`src/rtl/mips_alu_pkg.sv`:
```
// Shared ALU control codes and the multiply sequencer state encoding.
package mips_alu_pkg;

  localparam logic [3:0] AluAnd = 4'b0000;
  localparam logic [3:0] AluOr  = 4'b0001;
  localparam logic [3:0] AluAdd = 4'b0010;
  localparam logic [3:0] AluSub = 4'b0110;
  localparam logic [3:0] AluSlt = 4'b0111;
  localparam logic [3:0] AluNor = 4'b1100;

  typedef enum logic [1:0] {
    StIdle = 2'b00,
    StCalc = 2'b01,
    StDone = 2'b10
  } mult_state_e;

endpackage

```
`src/rtl/mult_sequencer.sv`:
```
// Shift-add 32x32 unsigned multiplier that borrows the shared ALU for one add per cycle.
module mult_sequencer
  import mips_alu_pkg::*;
#(
  parameter int unsigned ITER = 32
) (
  input  logic        clk,
  input  logic        rst_n,
  input  logic        start,
  input  logic        abort,
  input  logic [31:0] operand_a,
  input  logic [31:0] operand_b,
  input  logic [31:0] alu_result,
  output logic        alu_own,
  output logic [31:0] alu_a,
  output logic [31:0] alu_b,
  output logic [3:0]  alu_ctrl,
  output logic        busy,
  output logic        done,
  output logic [31:0] hi,
  output logic [31:0] lo
);

  mult_state_e state;
  logic [4:0]  cnt;
  logic [31:0] mcand;
  logic        carry;
  logic        last_iter;

  // The ALU is 32 bits wide, so the add's carry-out is recovered by unsigned wrap detection.
  assign carry     = (alu_result < hi);
  assign last_iter = (cnt == 5'(ITER - 1));

  always_ff @(posedge clk or negedge rst_n) begin
    if (!rst_n) begin
      state <= StIdle;
      cnt   <= '0;
      mcand <= '0;
      hi    <= '0;
      lo    <= '0;
    end else begin
      unique case (state)
        StIdle: begin
          if (start) begin
            mcand <= operand_a;
            hi    <= '0;
            lo    <= operand_b;
            cnt   <= '0;
            state <= StCalc;
          end
        end
        StCalc: begin
          if (abort) begin
            hi    <= '0;
            lo    <= '0;
            cnt   <= '0;
            state <= StIdle;
          end else begin
            hi  <= {carry, alu_result[31:1]};
            lo  <= {alu_result[0], lo[31:1]};
            cnt <= cnt + 5'd1;
            if (last_iter) begin
              state <= StDone;
            end
          end
        end
        StDone: begin
          state <= StIdle;
        end
        default: begin
          state <= StIdle;
        end
      endcase
    end
  end

  assign busy = (state == StCalc);
  assign done = (state == StDone);

  always_comb begin
    alu_own  = 1'b0;
    alu_a    = '0;
    alu_b    = '0;
    alu_ctrl = AluAnd;
    if (state == StCalc) begin
      alu_own  = 1'b1;
      alu_a    = hi;
      alu_b    = lo[0] ? mcand : '0;
      alu_ctrl = AluAdd;
    end
  end

endmodule

```
`config.mk`:
```
export PLATFORM = sky130hd
export DESIGN_NAME = mult_sequencer
export DESIGN_NICKNAME = d
export VERILOG_FILES = /design/src/rtl/mips_alu_pkg.sv /design/src/rtl/mult_sequencer.sv
export SDC_FILE = /design/constraint.sdc
export NUM_CORES = 1
export LEC_CHECK = 0
export CORE_AREA = 5 5 118 120
export CTS_BUF_LIST = sky130_fd_sc_hd__clkbuf_4 sky130_fd_sc_hd__clkbuf_8
export DETAILED_ROUTE_END_ITERATION = 8
export DIE_AREA = 0 0 123 125
export PLACE_DENSITY = 0.92
export SYNTH_ARGS = -nofsm -noshare
export SYNTH_HDL_FRONTEND = slang
export SYNTH_SLANG_ARGS = --single-unit
export TNS_END_PERCENT = 1
```
`constraint.sdc`:
```
create_clock -name clk -period 2.4 [get_ports clk]
set_clock_uncertainty 0.05 [all_clocks]
set_input_delay 0.48 -clock clk [delete_from_list [all_inputs] [get_ports clk]]
set_output_delay 0.48 -clock clk [all_outputs]
set_load 0.01 [all_outputs]
```
==> metrics.md, run 1 <==
| Metric | Value |
|---|---|
| Crit. End Element | primary output |
| DR vias | 4,789 |
| Die W | between 100 and 150 um |
| Worst R2R Setup Slack | 0.45 ns |
| Critical path launch point type | flip-flop |
| Violated checks | negative setup slack |
| H-tree depth | 3 |
| Combinational share of power | between 30% and 40% |
| Final worst slack | -0.08816 ns |
| Wire length per cell | about 18 um |
| Most frequent cells in the layout | 171 x clkdlybuf4s50_1, 103 x dfrtp_1, 38 x o21ai_0 |
| Yosys warning count | 0 |
| VDD IR-drop max | between 300 and 400 uV |
| Number of global-route vias before repair | approximately 5,000 |
| # DRC | 0 |
| Maxcap violations | 0 |
| GP Congestion | 0.8447 |
| Synth Instances | 507 |
| Vias per cell | between 5 and 6 |
| Critical-path maximum fanout | 21 |
| Initial antenna violation count | 1 |
| Clock network fraction of total power | 22.3% |
| F_max | 401.9 MHz |
| Ant. Diodes | 0 |
| Flop pwr share | between 40% and 50% |
| Largest net degree at the start of global routing | 58 |
| Power Density | around 600 nW/um^2 |
| Worst Hold Depth | 1 |
| Die Footprint | 15,380 um^2 |
| # nets final | between 800 and 900 |
| Placeable core region | about 13,000 um^2 |
| Lkg Pwr | around 4.1 nW |
| Routed Antenna Nets | 0 |
| WHS Endpoint | mcand[17] |
| Period utilisation layout | 103.7% |
| FF-to-FF End | hi[31] |
| Initial detailed-routing violation count | ~280 |
| Yosys reg bits | 103 |
| GRT Overall Usage | around a fifth |
| Pre-antenna DRT Iters | 6 |
| Commonest non-fill, non-tap cell in the layout | clkdlybuf4s50_1 |
| Fillers | 1,016 |
| Rows | 42 |
| Clock sink count | 103 |
| Final-report max-slew violation count | 0 |
| Setup-failing EPs final | 8 |
| FF-to-FF path depth | 6 |
| CTS tree | done |
| Critical path arrival | a little under 2 ns |
| Syn-to-layout area delta | 50.96% |
| RSZ-0062 raised after global routing | true |
| Avg Cell Area, Syn | 10.79 um^2 |
| Clk_lat worst skew | about 0.37 ns |
| Post-synthesis cell type count | 34 |
| Hold_sp | mcand[17] |
| Status | complete, but fails checks |
| Design area | about 8300 um^2 |
| Share of cells above drive strength 1 | roughly 10% |
| GR Overflow Total | 0 |
| Register Area | roughly 2600 um^2 |
| Root buf cell | clkbuf_8 |
| Hold Path Class | reg -> reg |
| Total CTS buffers | 9 |
| Final min period | ~2.5 ns |
| Half-perimeter wire length after placement | approximately 12 mm |
| Crit Path Category | reg -> out |
| Critical path required time | between 1.5 and 2 ns |
| Clk buf depth | 2 |
| Routed WL | approximately 16 mm |
| # IOs | between 200 and 250 |
| Int Pwr | 3.408 mW |
| FF-to-FF Start | state[1] |
| First-pass GRT wire length | ~26 mm |
| IO Port Bufs | ~230 |
| Die H | 125 um |
| Seq/Total Area, Yosys | 47.10% |
| Net Sw Frac | between 30% and 40% |
| Initial core utilization | between 40% and 50% |
| Sw Pwr | between 1.5 and 2 mW |
| Cell Area, Synth | about 5500 um^2 |
| Final Hold Viols | 0 |
| Setup_tns | -0.4273 ns |
| Placement Cell Area | 8019 um^2 |
| Multi-input logic area | approximately 2600 um^2 |
| Clock-pin transition on the worst setup and hold timing paths | 0.09 ns |
per-layer routing:
metal | part of all wire, % | track usage [%] | vias to the layer above
met4 | 2.4 | 7.427 | 2
met5 | 0.079 | 0 | -
met2 | 50 | 36.89 | 197
met3 | 7.1 | 4.697 | 30
met1 | 40 | 25.57 | 2331
li1 | - | - | 2229
synth_stat cells, drive strengths merged:
master | count | area (um^2)
o22ai | 1 | 6.260
nor4 | 1 | 6.260
buf | 17 | 111.4
nand3b | 32 | 240.2
nand4 | 4 | 25.02
conb | 1 | 3.750
ha | 33 | 412.9
xor2 | 1 | 8.760
nand2b | 3 | 18.77
and3 | 33 | 206.5
o21bai | 1 | 7.510
nor2b | 3 | 18.77
clkbuf | 23 | 86.33
a211oi | 1 | 7.510
nand3 | 2 | 10.01
a2111oi | 1 | 15.01
and4 | 1 | 8.760
mux2 | 32 | 360.4
nand2 | 15 | 56.30
o21ai | 43 | 215.2
a22oi | 1 | 7.510
inv | 31 | 116.4
nor2 | 7 | 28.78
and2b | 1 | 7.510
mux2i | 32 | 320.3
a21oi | 17 | 85.08
a22o | 33 | 289.0
and2 | 33 | 206.5
a32oi | 1 | 8.760
dfrtp | 103 | 2577
flip-flops by register name, summed over array words and instances (netlist names):
name   count
lo        32
mcand     32
cnt        5
hi        32
state      2
timing repair:
| item | 4_1_cts | 5_1_grt |
|---|---|---|
| setup buffers | 0 | 0 |
| hold buffers | 1 | 0 |
| hold endpoints to repair | 25 | 0 |
| setup endpoints to repair | 67 | 33 |
| resized for setup | 37 | 28 |
final cells by class:
type	instances	share of cell area [%]
clock buffers	11	1.681
clock inverters	5	0.7118
inverters	31	1.408
multi-input cells	335	31.53
flip-flops and latches	103	31.20
well taps	176	2.665
repair buffers	249	30.80
worst max path at each step:
stage	startpoint	end	cells after the start
final	state[1]	alu_b[20]	4
after global routing	state[1]	alu_b[20]	4
after CTS	state[1]	alu_a[22]	4
after detailed placement	alu_result[30]	hi[31]	7
after global placement	alu_result[27]	hi[31]	7
after floorplan	state[1]	alu_ctrl[1]	4
cell families (layout without fill, tap and decap cells):
group           count (synthesis)  count (layout)  synth area share (%)
buf+inv                        71             296                 5.738
xor+xnor                        1               1                0.1601
fa+ha+maj                      33              33                 7.545
compound gates                 99              99                 11.73
mux                            64              64                 12.44
flops                         103             103                 47.10
other cells                     1               3               0.06852
simple gates                  135             135                 15.23
stage by stage:
stage / worst slack, ns / utilization, % / power, mW / cells / hold slack, ns
after floorplan: 0.5156 / - / 2.956 / 509 / 0.1344
after global placement: 0.1268 / 62.28 / 3.813 / 893 / 0.3626
after detailed placement: 0.04668 / 62.28 / 3.903 / 893 / 0.3760
after CTS: -0.1168 / 63.62 / 4.985 / 910 / 0.4592
after global routing: -0.1381 / 64.17 / 5.213 / 910 / 0.4853
final: -0.08816 / 64.17 / 4.930 / 910 / 0.4576
power groups by stage:
stage          registers, mW  logic, mW  clock network [mW]
2_1_floorplan           2.26      0.696                   0
3_3_place_gp            2.22       1.59                   0
3_5_place_dp            2.25       1.65                   0
4_1_cts                 2.22       1.63                1.14
5_1_grt                 2.26       1.76                1.20
6_report                2.22       1.61                1.10
worst max-delay path: stages (launching register included):
cell and delay, ns:
dfrtp_1 0.41, and2b_4 0.31, buf_12 0.15, and3_1 0.17
clkdlybuf4s50_1 0.54
(Power assumes the default switching activity.)
==> inputs of run 2 (changes only) <==
--- a/config.mk
+++ b/config.mk
@@ -5,11 +5,12 @@
 export SDC_FILE = /design/constraint.sdc
 export NUM_CORES = 1
 export LEC_CHECK = 0
-export CORE_AREA = 5 5 118 120
+export ABC_AREA = 1
+export CORE_AREA = 5 5 116 118
 export CTS_BUF_LIST = sky130_fd_sc_hd__clkbuf_4 sky130_fd_sc_hd__clkbuf_8
 export DETAILED_ROUTE_END_ITERATION = 8
-export DIE_AREA = 0 0 123 125
-export PLACE_DENSITY = 0.92
+export DIE_AREA = 0 0 121 123
+export PLACE_DENSITY = 0.93
 export SYNTH_ARGS = -nofsm -noshare
 export SYNTH_HDL_FRONTEND = slang
 export SYNTH_SLANG_ARGS = --single-unit
==> run 2 against run 1 <==
Against the previous run: the run now ends clean; clock power grew 4%; critical endpoint is now alu_a[29]; highest routed layer is now met4; critical path type unchanged; first-iteration DRC count grew 21%; total power grew 10%.
==> metrics.md, run 2 <==
| Metric | Value |
|---|---|
| Lkg Pwr | 3.673 nW (-11%) |
| Yosys top cell area share | 48.47% (+1.4 points) |
| Period utilisation layout | 96.04% (-7.6 points) |
| Clock network fraction of total power | 21.0% (-1.3 points) |
| Cell with the most instances after synthesis | nand2_1 |
| Post-synthesis cell type count | 33 (-2.9%) |
| Routed Antenna Nets | 0 (unchanged) |
| Die H | 123 um (-1.6%) |
| GRT Overall Usage | 20.66% (-0.51 points) |
| Clock sink count | 103 (unchanged) |
| Initial detailed-routing violation count | 340 (+21%) |
| Ant. Diodes | 0 (unchanged) |
| Critical path launch point type | flip-flop |
| Clock-pin transition on the worst setup and hold timing paths | 0.11 ns (+0.02 ns) |
| Setup_tns | 0 ns (+0.4273 ns) |
| Fraction of registers with async set/reset | 100.0% (unchanged) |
| Leading area contributor after synthesis | dfrtp_1 |
| Synth area leaders | dfrtp_1 48%, nand2_1 9.0%, ha_1 7.8% |
| Vias per cell | 5.030 (-4.4%) |
| Place WS | 0.2039 ns (+0.1573 ns) |
| GP Congestion | 0.8263 (-2.2%) |
| Sw Pwr | 1.819 mW (+20%) |
| Top Registers | hi: 32 flops, lo: 32 flops, mcand: 32 flops |
| Final Hold Viols | 0 (unchanged) |
| Clk_lat worst skew | 0.36 ns (about the same) |
| RSZ-0062 raised after global routing | false |
| Critical path arrival | 1.77 ns (-0.19 ns) |
| Setup-failing EPs final | 0 (-8) |
| Power Density | 682.8 nW/um^2 (+14%) |
| Synth Instances | 593 (+17%) |
| DR vias | 4,975 (+3.9%) |
| Slew headroom | 63.79% |
| CTS tree | done |
| Yosys warning count | 0 (unchanged) |
| # IOs | 235 (unchanged) |
| Share of cells above drive strength 1 | 9.058% (-0.75 points) |
| Most frequent cells in the layout | 171 x clkdlybuf4s50_1, 128 x nand2_1, 103 x dfrtp_1 |
| Main synth FF type | dfrtp_1 |
| # nets final | 945 (+9.6%) |
| Seq/Total Area, Yosys | 48.47% (+1.4 points) |
| VDD IR-drop max | 337.9 uV (+12%) |
| Hold Path Class | in -> async |
| Critical-path maximum fanout | 11 (-48%) |
| # hold bufs at CTS | 0 (-1) |
| Commonest non-fill, non-tap cell in the layout | clkdlybuf4s50_1 |
| Final-report max-slew violation count | 0 (unchanged) |
| Clk buf depth | 2 (unchanged) |
| Initial antenna violation count | 0 (-1) |
| Crit Path Category | reg -> out |
| Wire length per cell | 16.02 um (-12%) |
| Routed WL | 15.84 mm (-3.9%) |
| Post-synth top cells | 128 x nand2_1, 103 x dfrtp_1, 73 x nor2_1 |
| Rows | 41 (-2.4%) |
| GR Overflow Total | 0 (unchanged) |
| Syn-to-layout area delta | 49.41% |
| Root buf cell | clkbuf_8 |
| Crit. End Element | primary output |
| Placeable core region | 12,360 um^2 (-4.0%) |
| Yosys reg bits | 103 (unchanged) |
| Largest net degree at the start of global routing | 57 (-1.7%) |
| Critical path required time | 1.87 ns (about the same) |
| Flop pwr share | 42.2% (-2.8 points) |
| # DRC | 0 (unchanged) |
| Half-perimeter wire length after placement | 12.00 mm (-3.0%) |
| Total CTS buffers | 9 (unchanged) |
| Cell Area, Synth | 5318 um^2 (-2.8%) |
| Final min period | 2.305 ns (-0.1832 ns) |
| Final worst slack | 0.09505 ns (+0.1832 ns) |
| Number of global-route vias before repair | 5,048 (-0.18%) |
| Combinational share of power | 36.9% (+4.2 points) |
| Worst slew pin tran | 0.5432 ns |
| F_max | 433.8 MHz (+7.9%) |
| Int Pwr | 3.606 mW (+5.8%) |
| First-pass GRT wire length | 24.67 mm (-5.5%) |
| Status | finished clean |
| IO Port Bufs | 231 (unchanged) |
| Maxcap violations | 0 (unchanged) |
| Initial core utilization | 43.01% (+0.50 points) |
| EDFF count, synth | 0 (unchanged) |
| Avg Cell Area, Syn | 8.967 um^2 (-17%) |
| Pre-antenna DRT Iters | 4 (-2) |
| H-tree depth | 3 (unchanged) |
| Die Footprint | 14,880 um^2 (-3.2%) |
| Net Sw Frac | 33.54% (+2.7 points) |
| Die W | 121 um (-1.6%) |
run 2: path summary, 6_finish.rpt:
kind                           start        end  slack [ns]  cells after the start
min in group clk           mcand[15]  mcand[15]        0.47                      1
hold / removal                 rst_n     lo[15]        0.04                      1
setup reg to reg            state[0]     lo[23]        0.68                      9
hold reg to reg            mcand[15]  mcand[15]        0.47                      1
max in group asynchronous      rst_n      hi[3]        1.64                      2
setup / recovery            state[0]  alu_a[29]         0.1                      5
run 2: timing repair:
action / in CTS / in global routing
setup endpoints to repair: 59 / 1
pin swaps: 1 / 0
gates resized for setup: 61 / 1
buffers inserted: 0 / 0
run 2: logic make-up (layout without fill, tap and decap cells):
kind of cell | after synthesis | in the layout | synth area share (%)
compound gates | 120 | 120 | 13.04
xor+xnor | 1 | 1 | 0.1647
fa+ha+maj | 33 | 33 | 7.765
buf+inv | 87 | 309 | 7.694
flops | 103 | 103 | 48.47
mux | 32 | 32 | 6.777
other cells | 1 | 3 | 0.07052
simple gates | 216 | 216 | 16.02
run 2: layer usage:
metal	global-route usage (%)	wire length, um	part of all wire (%)
met1	25.78	6534	41
met3	4.758	1279	8.1
met4	5.524	225	1.4
met5	0	0	0
met2	36.19	7802	49
run 2: power by group through the flow:
stage	Combinational [mW]	Clock (mW)	Sequential, mW
finish	2.00	1.14	2.29
global route	2.19	1.22	2.34
CTS	2.02	1.16	2.29
detailed placement	2.08	0	2.32
global placement	2.03	0	2.30
floorplan	0.914	0	2.37
run 2: worst max-delay path, stage by stage, from the launching register on:
cell,delay (ns)
dfrtp_1,0.37
inv_2,0.06
nor2_4,0.21
inv_6,0.10
nor2_1,0.13
clkdlybuf4s50_1,0.55
run 2: layout make-up:
class,instances,area [um^2]
sequential,103,2577
inverter,48,186.4
clock buffer,11,138.9
clock inverter,5,65.06
fill,991,4418
timing repair buffer,245,2424
multi-input combinational,405,2338
tap,172,215.2
run 2: metrics by stage:
step | instances | power [mW] | hold slack (ns) | utilization (%) | instance area (um^2)
final | 989 | 5.425 | 0.04168 | 64.26 | 7945
after global routing | 989 | 5.752 | 0.05936 | 64.26 | 7945
after CTS | 989 | 5.471 | 0.05104 | 64.24 | 7943
after detailed placement | 973 | 4.394 | 0.4433 | 63.11 | 7802
after global placement | 973 | 4.335 | 0.4369 | 63.11 | 7802
after floorplan | 595 | 3.285 | 0.1344 | - | 5325
